==> src/rtl/frame_extract_if.sv <==
`default_nettype none
// ============================================================================
//  Module   : frame_extract_if
//  Purpose  : Payload output stream of frame_extract (data/last with
//             valid/ready handshake). master = producer, slave = consumer.
//  Revision : 1.0  initial release
// ============================================================================
interface frame_extract_if;
    logic [7:0] o_data;
    logic       o_valid;
    logic       o_last;
    logic       i_ready;

    modport master (output o_data, output o_valid, output o_last, input  i_ready);
    modport slave  (input  o_data, input  o_valid, input  o_last, output i_ready);
endinterface
`default_nettype wire

==> src/rtl/frame_extract.sv <==
`default_nettype none
// ============================================================================
//  Module   : frame_extract
//  Purpose  : Extracts length-prefixed frames that follow a detected sync
//             word, buffers the payload speculatively and exposes a frame to
//             the consumer only once it has been fully received (and, in the
//             checksum build, verified).
//  Options  : FRAME_EXTRACT_CSUM_EN - append an XOR checksum byte after the
//             payload; frames whose checksum mismatches are discarded.
//  Revision : 1.0  initial release
// ============================================================================
module frame_extract #(
    parameter int DEPTH   = 32,
    parameter int MAX_LEN = 16
) (
    input  wire logic        i_clk,
    input  wire logic        i_rst,
    input  wire logic [7:0]  i_data,
    input  wire logic        i_detected,
    frame_extract_if.master  out_if,
    output logic             o_len_err,
    output logic             o_drop,
    output logic             o_busy
);

    localparam int AW = $clog2(DEPTH);

    localparam logic [1:0] c_ST_IDLE    = 2'd0;
    localparam logic [1:0] c_ST_PAYLOAD = 2'd1;
`ifdef FRAME_EXTRACT_CSUM_EN
    localparam logic [1:0] c_ST_CSUM    = 2'd2;
`endif

    logic [1:0]    r_state;
    logic [7:0]    r_cnt;          // payload bytes still to receive
    logic [AW-1:0] r_wr_ptr;       // speculative write pointer
    logic [AW-1:0] r_cm_ptr;       // committed write pointer
    logic [AW-1:0] r_rd_ptr;
    logic [AW:0]   r_cm_cnt;       // bytes visible to the consumer
    logic [AW:0]   r_spec_cnt;     // bytes written but not yet committed
    logic          r_commit_pend;  // commit happens in the cycle after the frame ends
    logic          r_len_err;
    logic          r_drop;
    logic [8:0]    r_mem [DEPTH];  // {last, data}
`ifdef FRAME_EXTRACT_CSUM_EN
    logic [7:0]    r_xor;
    logic          w_csum_fail;
`endif

    logic          w_wr_en;
    logic          w_last;
    logic          w_rd;
    logic          w_rewind;
    logic          w_len_ok;
    logic          w_no_room;
    logic [8:0]    w_head;

    assign w_wr_en   = (r_state == c_ST_PAYLOAD);
    assign w_last    = (r_cnt == 8'd1);
    assign w_head    = r_mem[r_rd_ptr];
    assign w_rd      = out_if.o_valid && out_if.i_ready;
    assign w_len_ok  = (i_data != 8'd0) && (32'(i_data) <= 32'(MAX_LEN));
    // Free space counts uncommitted bytes as used; reads this cycle are not credited.
    assign w_no_room = (32'(DEPTH) - 32'(r_cm_cnt) - 32'(r_spec_cnt)) < 32'(i_data);

`ifdef FRAME_EXTRACT_CSUM_EN
    assign w_csum_fail = (r_state == c_ST_CSUM) && (i_data != r_xor);
    assign w_rewind    = w_csum_fail;
`else
    assign w_rewind    = 1'b0;
`endif

    // Only committed bytes are visible; data is forced to zero when idle.
    assign out_if.o_valid = (r_cm_cnt != '0);
    assign out_if.o_data  = out_if.o_valid ? w_head[7:0] : 8'd0;
    assign out_if.o_last  = out_if.o_valid ? w_head[8]   : 1'b0;
    assign o_len_err      = r_len_err;
    assign o_drop         = r_drop;
    assign o_busy         = (r_state != c_ST_IDLE);

    // Payload storage: one {last,data} entry per payload cycle.
    always_ff @(posedge i_clk) begin
        if (w_wr_en) begin
            r_mem[r_wr_ptr] <= {w_last, i_data};
        end
    end

    // Frame FSM, pointer management and status pulses.
    always_ff @(posedge i_clk) begin
        if (i_rst) begin
            r_state       <= c_ST_IDLE;
            r_cnt         <= 8'd0;
            r_wr_ptr      <= '0;
            r_cm_ptr      <= '0;
            r_rd_ptr      <= '0;
            r_cm_cnt      <= '0;
            r_spec_cnt    <= '0;
            r_commit_pend <= 1'b0;
            r_len_err     <= 1'b0;
            r_drop        <= 1'b0;
`ifdef FRAME_EXTRACT_CSUM_EN
            r_xor         <= 8'd0;
`endif
        end else begin
            r_len_err     <= 1'b0;
            r_drop        <= 1'b0;
            r_commit_pend <= 1'b0;

            // Read side runs independently; commit and read may coincide.
            if (w_rd) begin
                r_rd_ptr <= r_rd_ptr + 1'b1;
            end
            r_cm_cnt <= r_cm_cnt + (r_commit_pend ? r_spec_cnt : '0)
                        - {{AW{1'b0}}, w_rd};

            if (r_commit_pend) begin
                r_cm_ptr   <= r_wr_ptr;
                r_spec_cnt <= '0;
            end else if (w_rewind) begin
                r_wr_ptr   <= r_cm_ptr;
                r_spec_cnt <= '0;
            end else if (w_wr_en) begin
                r_spec_cnt <= r_spec_cnt + 1'b1;
            end

            case (r_state)
                c_ST_IDLE: begin
                    if (i_detected) begin
                        if (!w_len_ok) begin
                            r_len_err <= 1'b1;
                        end else if (w_no_room) begin
                            r_drop <= 1'b1;
                        end else begin
                            r_state <= c_ST_PAYLOAD;
                            r_cnt   <= i_data;
`ifdef FRAME_EXTRACT_CSUM_EN
                            r_xor   <= 8'd0;
`endif
                        end
                    end
                end
                c_ST_PAYLOAD: begin
                    // i_detected is deliberately ignored: payload may contain the sync word.
                    r_wr_ptr <= r_wr_ptr + 1'b1;
                    r_cnt    <= r_cnt - 8'd1;
`ifdef FRAME_EXTRACT_CSUM_EN
                    r_xor    <= r_xor ^ i_data;
                    if (w_last) begin
                        r_state <= c_ST_CSUM;
                    end
`else
                    if (w_last) begin
                        r_state       <= c_ST_IDLE;
                        r_commit_pend <= 1'b1;
                    end
`endif
                end
`ifdef FRAME_EXTRACT_CSUM_EN
                c_ST_CSUM: begin
                    r_state <= c_ST_IDLE;
                    if (w_csum_fail) begin
                        r_drop <= 1'b1;
                    end else begin
                        r_commit_pend <= 1'b1;
                    end
                end
`endif
                default: begin
                    r_state <= c_ST_IDLE;
                end
            endcase
        end
    end

endmodule
`default_nettype wire

==> src/flat_wrapper.sv <==
// flat-port wrapper written by rule: the top's interface ports become plain ports
module frame_extract_flat 
#(
    parameter int DEPTH   = 32,
    parameter int MAX_LEN = 16
)
  (i_clk, i_rst, i_data, i_detected, o_len_err, o_drop, o_busy, out_if_o_data, out_if_o_valid, out_if_o_last, out_if_i_ready);
  frame_extract_if out_if_i ();
  input  wire logic i_clk;
  input  wire logic i_rst;
  input  wire logic [7:0] i_data;
  input  wire logic i_detected;
  output logic o_len_err;
  output logic o_drop;
  output logic o_busy;
  output wire logic [$bits(out_if_i.o_data)-1:0] out_if_o_data;
  output wire logic [$bits(out_if_i.o_valid)-1:0] out_if_o_valid;
  output wire logic [$bits(out_if_i.o_last)-1:0] out_if_o_last;
  input wire logic [$bits(out_if_i.i_ready)-1:0] out_if_i_ready;
  assign out_if_o_data = out_if_i.o_data;
  assign out_if_o_valid = out_if_i.o_valid;
  assign out_if_o_last = out_if_i.o_last;
  assign out_if_i.i_ready = out_if_i_ready;
  frame_extract #(.DEPTH(DEPTH), .MAX_LEN(MAX_LEN)) u_core (.i_clk(i_clk), .i_rst(i_rst), .i_data(i_data), .i_detected(i_detected), .out_if(out_if_i), .o_len_err(o_len_err), .o_drop(o_drop), .o_busy(o_busy));
endmodule
==> config.mk <==
export PLATFORM = sky130hd
export DESIGN_NAME = frame_extract_flat
export DESIGN_NICKNAME = d
export VERILOG_FILES = /design/src/rtl/frame_extract_if.sv /design/src/rtl/frame_extract.sv /design/src/flat_wrapper.sv
export SDC_FILE = /design/constraint.sdc
export NUM_CORES = 1
export LEC_CHECK = 0
export BUFFER_PORTS_ARGS = -buffer_cell sky130_fd_sc_hd__buf_4
export CAP_MARGIN = 20
export CORE_MARGIN = 5
export CORE_UTILIZATION = 30
export DETAILED_ROUTE_END_ITERATION = 6
export HOLD_SLACK_MARGIN = 0.15
export PLACE_DENSITY = 0.44
export SYNTH_ARGS = -nofsm -noshare
export SYNTH_HDL_FRONTEND = slang
export SYNTH_SLANG_ARGS = --single-unit
==> constraint.sdc <==
create_clock -name i_clk -period 6.2 [get_ports i_clk]
set_clock_uncertainty 0.05 [all_clocks]
set_input_delay 0.62 -clock i_clk [delete_from_list [all_inputs] [get_ports i_clk]]
set_output_delay 0.62 -clock i_clk [all_outputs]
set_load 0.02 [all_outputs]
==> results of run 1 <==
per-stage QoR:
step | total power [mW] | setup WS (ns) | area (um2) | hold slack [ns]
finish | 6.30 | 2.15 | 15900 | 0.428
CTS | 6.41 | 2.01 | 15900 | 0.409
global route | 6.67 | 1.89 | 15900 | 0.441
floorplan | 3.85 | 2.52 | 14100 | 0.421
global placement | 4.28 | 2.26 | 14800 | 0.465
detailed placement | 4.27 | 2.20 | 14800 | 0.454
report_power, final:
| part | internal, mW | switching, mW |
|---|---|---|
| Combinational | 0.801 | 0.843 |
| Clock | 1.21 | 0.901 |
| Sequential | 2.43 | 0.117 |
layer usage:
metal | part of all wire, % | routed length (um) | track usage (%)
met1 | 48 | 14500 | 17.3
met2 | 45 | 13600 | 18.1
met3 | 4.8 | 1460 | 2.55
met4 | 2.4 | 729 | 3.73
met5 | 0 | 0 | 0
flip-flops by register name, indices dropped and copies added (netlist names), named ones only:
signal	cells
u_core.r_mem	288
u_core.r_cnt	8
u_core.r_cm_cnt	6
u_core.r_spec_cnt	6
u_core.r_rd_ptr	5
u_core.r_wr_ptr	5
u_core.o_drop	1
u_core.o_len_err	1
u_core.r_commit_pend	1
u_core.r_state	1
kinds of logic (layout without fill, tap and decap cells):
kind of cell / Yosys count / count (layout) / synth area share [%]
flip-flops: 327 / 327 / 67.1
AND/OR/NAND/NOR: 134 / 134 / 4.96
multiplexers: 93 / 93 / 15.4
buffers and inverters: 90 / 158 / 3.74
AO/OA/AOI/OAI: 61 / 61 / 3.26
adder cells (fa/ha/maj): 41 / 41 / 3.76
XOR/XNOR: 29 / 29 / 1.81
layout make-up:
| cell class | instances | area, um2 | share of cell area [%] |
|---|---|---|---|
| flip-flops and latches | 327 | 9440 | 59.3 |
| multi-input cells | 358 | 4110 | 25.8 |
| clock buffers | 45 | 998 | 6.27 |
| well taps | 607 | 759 | 4.77 |
| repair buffers | 29 | 230 | 1.45 |
| inverters | 58 | 218 | 1.37 |
| clock inverters | 26 | 176 | 1.11 |
worst max path at each step:
| stage | startpoint | end | slack, ns | depth (start not counted) |
|---|---|---|---|---|
| after floorplan | u_core.r_cm_cnt[0]$_SDFF_PP0_ | u_core.r_state[0]$_SDFFE_PP0P_ | 2.52 | 17 |
| after global placement | u_core.r_cm_cnt[0]$_SDFF_PP0_ | u_core.r_cnt[0]$_SDFFE_PP0P_ | 2.26 | 17 |
| after detailed placement | u_core.r_cm_cnt[0]$_SDFF_PP0_ | u_core.r_cnt[0]$_SDFFE_PP0P_ | 2.20 | 17 |
| after CTS | register | out_if_o_data[3] | 2.01 | 6 |
| after global routing | u_core.r_cm_cnt[0]$_SDFF_PP0_ | u_core.r_cnt[0]$_SDFFE_PP0P_ | 1.89 | 17 |
| final | register | out_if_o_data[3] | 2.15 | 6 |
synthesized netlist by cell type (2+ instances only):
cell type  instances
fa_1               2
a221oi_2           4
and3_1             2
o31a_1             2
nand2_1           19
edfxtp_1         288
mux4_1            28
nor3_1             3
a21o_1             3
nand4_1            6
xor2_1            10
nand2b_1           4
o2111ai_1          2
or3b_1             5
o21ai_1           10
nor2b_1            4
ha_1              39
and4b_1            2
mux2i_1            3
buf_12             7
nor2_1            67
or3_1              2
inv_1             56
o21ai_0            3
o21a_1             6
xnor2_1           19
buf_2              8
nand3_1            3
a21oi_1            6
nand3b_1           3
mux4_2            62
a31oi_1            6
and2_1             3
clkbuf_1          10
dfxtp_1           39
clkbuf_8           3
o22ai_1           12
==> impl_metrics.toml, run 1 <==
[grt]
grt_pass1_wl_mm = 46.0
grt_max_degree = 50
grt_pass1_vias = 7091
gr-total-overflow = 0
track_usage_pct = 12.0
grt_antenna_before_repair = 0

[clock_network]
cts_tree = "yes"
root_buffer = "clkbuf_16"
ctsHtreeMaxLevel = 2
cts_inserted_buffers = 39
cts.clk_slew.worst_paths_ns = 0.06
cts_resized = 0
cts_hold_buf = 0
clk_latency_ns = 0.53
cts_sinks = 327
clock_path_buffers = 3
cts_setup_buffers = 0

[critical_path]
rr_startpoint = "u_core.r_cm_cnt[0]$_SDFF_PP0_"
critPathLaunchType = "register"
crit_type = "register to primary output"
crit_fanout = 37
reg2reg_depth = 17
rrSetupSlack_ns = 2.19
r2r_end = "u_core.r_cnt[0]$_SDFFE_PP0P_"
cp.arrival_ns = 3.38
cp-end-kind = "primary output"
cp.required_ns = 5.53
path_buf_inv = 3
critical_path.top_delay_family = "multiplexers"
critPathMaxStageDelay_ns = 0.83
slowest_stage = "dfxtp_4"
cp_cell_sequence = "buf_12 -> mux4_1 -> mux4_2 -> inv_1 -> o22ai_1 -> buf_4"

[drt]
routed_wl_mm = 30.3
firstDrtPassIters = 6
via_per_inst = 4.69
antenna_left = 0
drc = 0
wl_per_cell_um = 20.9
drt_first_iter_violations = 435
vias = 6803

[worst_hold_path]
whs_path_depth = 2
min_to = "u_core.r_cm_cnt[5]$_SDFF_PP0_"
holdCritPathClass = "primary input to register"
hold_start = "i_rst"

[synth]
synth.largest_area_cell = "edfxtp_1"
syn_avg_cell_area_um2 = 18.1
ys_seq_area_share_pct = 67.1
synth_edf_count = 288
ys_ff_latch = 327
syn_area_um2 = 14100
ys_async_sr_fraction_pct = 0
synth_cell_types = 61
syn_inst = 775
synth_nets = 828
ys.flop_type = "edfxtp_1"
yosysTopAreaCellShare_pct = 61.5
yosys_warnings = 0
synthTopCellsByArea = "edfxtp_1 (62%), mux4_2 (9.9%), dfxtp_1 (5.6%)"

[sta]
slew_headroom_pct = 27.7
period_minus_slack_ns = 4.05
slew_violations = 0
hold_viol = 0
grt_setup_unrepaired = "no"
setup_viol_count_final = 0
tns_ns = 0
worst_pin_slew_ns = 1.08
period_share_pct = 65.3
max_freq_mhz = 247

[finish]
nFillCells = 4435
final_net_count = 866
final_common_cell = "edfxtp_1"
layout_common_cells = "edfxtp_1 (288), nor2_1 (67), mux4_2 (62), inv_1 (56)"
final_util_pct = 34.3
diodes = 0
syn2layout_area_growth_pct = 13.3
instances_no_fill = 1450
drive_gt1_share_pct = 19.7

[floorplanning]
initial_core_util_pct = 30.3
ioPinCount = 25
rows = 79
coreArea_um2 = 46500
die_w_um = 226
dieHeight_um = 226
dieArea_um2 = 51300

[power_and_ir_drop]
ir_drop_mv = 0.189
p_leak_nw = 5.18
power_density_nw_per_um2 = 395

[place]
port_buffers = 24
finalWeightedCongestion = 0.713
dp_hpwl_mm = 19.0
placed_cells = 1379

[outcome]
outcome = "completed"

[job]
drv_cap = 0
No activity file was read; power rests on OpenSTA's default activity.
==> inputs of run 2 (changes only) <==
==> constraint.sdc (replaced) <==
create_clock -name i_clk -period 4.2 [get_ports i_clk]
set_clock_uncertainty 0.05 [all_clocks]
set_input_delay 0.42 -clock i_clk [delete_from_list [all_inputs] [get_ports i_clk]]
set_output_delay 0.42 -clock i_clk [all_outputs]
set_load 0.02 [all_outputs]
==> run 2 against run 1 <==
Against the previous run:
- total power grew 48%
- register-to-register slack worse by 1.9 ns
- combinational power grew 54%
- sequential share of layout area fell by 0.13 points
- clock-buffer cell count fell by 1
- clock power rose by 45%
- cell count fell by 0.14%
- sequential power is 46% higher
- global-route usage rose by 0.21 points
- worst setup slack lost 1.8 ns
- critical path type is now register to register
- critical endpoint is now u_core.r_cnt[0]$_SDFFE_PP0P_
==> impl_metrics.toml, run 2 (synthesis results as in run 1) <==
[sta]
grt_setup_unrepaired = "no"
worst_pin_slew_ns = 1.14
hold_viol = 0
period_minus_slack_ns = 3.88
period_share_pct = 92.4
hold_slack_ns = 0.219
slew_headroom_pct = 24.0
max_freq_mhz = 258
final.setup.worst_slack_ns = 0.317
slew_violations = 0
setup_viol_count_final = 0
tns_ns = 0

[finish]
final_common_cell = "edfxtp_1"
final_net_count = 870
largest_reg_flops = 288
regMostFlops = "u_core.r_mem"
instances_no_fill = 1448
layout_common_cells = "edfxtp_1 (288), nor2_1 (67), mux4_2 (62), inv_1 (56)"
drive_gt1_share_pct = 19.8
syn2layout_area_growth_pct = 13.6
nFillCells = 4439
top_regs = "u_core.r_mem: 288 flops, u_core.r_cnt: 8 flops"

[worst_hold_path]
holdCritPathClass = "primary input to register"

[critical_path]
r2r_end = "u_core.r_cnt[0]$_SDFFE_PP0P_"
cp-end-kind = "register"
critical_path.top_delay_family = "compound AO/OA/AOI/OAI gates"
path_depth = 17
cp.arrival_ns = 4.26
rr_startpoint = "u_core.r_cm_cnt[0]$_SDFF_PP0_"
crit_type = "register to register"
worstSetupStartpoint = "u_core.r_cm_cnt[0]$_SDFF_PP0_"
cp_cell_sequence = "inv_1 -> ha_1 -> xnor2_1 -> ha_1 -> o21a_1 -> o31a_1 -> o21a_1 -> nor2_1 -> o21ai_1 -> ha_1 -> ha_1 -> nand2_1 -> o2111ai_1 -> a2111oi_4 -> o311a_2 -> o21ai_1 -> a221oi_1"
path_buf_inv = 1
crit_fanout = 7
cp_common_cell = "ha_1"
cp.required_ns = 4.58
critPathMaxStageDelay_ns = 0.40
critPathLaunchType = "register"
rrSetupSlack_ns = 0.32
reg2reg_depth = 17
crit_path_end = "u_core.r_cnt[0]$_SDFFE_PP0P_"
slowest_stage = "a2111oi_4"

[clock_network]
clk_latency_ns = 0.53
clock_path_buffers = 3
cts_setup_buffers = 0
cts.clk_slew.worst_paths_ns = 0.06
cts_tree = "yes"
cts_sinks = 327
root_buffer = "clkbuf_16"
ctsHtreeMaxLevel = 2
cts_hold_buf = 0
cts_resized = 0
cts_inserted_buffers = 38

[place]
finalWeightedCongestion = 0.743
dp_hpwl_mm = 19.4
port_buffers = 24
placed_cells = 1384
post-place-ws_ns = 0.305

[outcome]
outcome = "completed"

[grt]
track_usage_pct = 12.2
grt_antenna_before_repair = 0
gr-total-overflow = 0
grt_pass1_wl_mm = 46.5
grt_pass1_vias = 7232
grt_max_degree = 39

[job]
drv_cap = 0

[floorplanning]
rows = 79
ioPinCount = 25
die_w_um = 226
initial_core_util_pct = 30.3
dieHeight_um = 226
coreArea_um2 = 46500
dieArea_um2 = 51300

[drt]
via_per_inst = 4.67
firstDrtPassIters = 5
drc = 0
routed_wl_mm = 30.7
drt_first_iter_violations = 426
vias = 6765
wl_per_cell_um = 21.2
antenna_left = 0

[power_and_ir_drop]
ir_drop_mv = 0.345
power_density_nw_per_um2 = 583
p_leak_nw = 5.19
[run 2: where the power goes]
| group | switching (mW) | leakage, nW | internal [mW] |
|---|---|---|---|
| logic | 1.30 | 1.71 | 1.22 |
| clock network | 1.30 | 0.567 | 1.76 |
| registers | 0.135 | 2.91 | 3.58 |
[run 2: worst reg2reg max path: stages, from the launching register on]
cell and delay (ns):
dfxtp_1 0.33, inv_1 0.08, ha_1 0.25, xnor2_1 0.15, ha_1 0.33, o21a_1 0.20
o31a_1 0.12, o21a_1 0.18, nor2_1 0.13, o21ai_1 0.08, ha_1 0.28, ha_1 0.31
nand2_1 0.08, o2111ai_1 0.17, a2111oi_4 0.40, o311a_2 0.33, o21ai_1 0.08, a221oi_1 0.24
[run 2: worst min path at each step]
stage | start | to | slack, ns | cells past startpoint
after detailed placement | u_core.r_spec_cnt[5]$_SDFFE_PP0P_ | u_core.r_spec_cnt[5]$_SDFFE_PP0P_ | 0.47 | 2
after floorplan | u_core.r_spec_cnt[5]$_SDFFE_PP0P_ | u_core.r_spec_cnt[5]$_SDFFE_PP0P_ | 0.42 | 2
final | i_rst | u_core.r_cm_cnt[5]$_SDFF_PP0_ | 0.22 | 2
after global routing | i_rst | u_core.r_rd_ptr[0]$_SDFFE_PP0P_ | 0.23 | 2
after global placement | u_core.r_rd_ptr[4]$_SDFFE_PP0P_ | u_core.r_rd_ptr[4]$_SDFFE_PP0P_ | 0.46 | 2
after CTS | i_rst | u_core.r_cm_cnt[5]$_SDFF_PP0_ | 0.19 | 2
[run 2: metrics by stage]
stage               total power, mW  area (um2)  util (%)
floorplan                      5.69       14100         -
global placement               6.36       14800      31.9
detailed placement             6.35       14800      31.9
CTS                            9.47       16000      34.4
global route                   9.86       16000      34.4
finish                         9.30       16000      34.4
[run 2: cell type report]
cell class | instances | area [um2] | area share (%)
inverters | 58 | 218 | 1.36
diodes | 1 | 2.50 | 0.0157
clock inverters | 19 | 151 | 0.948
multi-input cells | 358 | 4110 | 25.7
well taps | 607 | 759 | 4.76
clock buffers | 44 | 995 | 6.23
flip-flops and latches | 327 | 9440 | 59.1
repair buffers | 34 | 293 | 1.83
[run 2: layer usage]
layer,vias up,wire [um],global-route usage (%)
met5,-,0,0
li1,3140,-,-
met3,42,1410,2.59
met2,118,14000,18.5
met4,0,628,3.40
met1,3465,14600,17.8
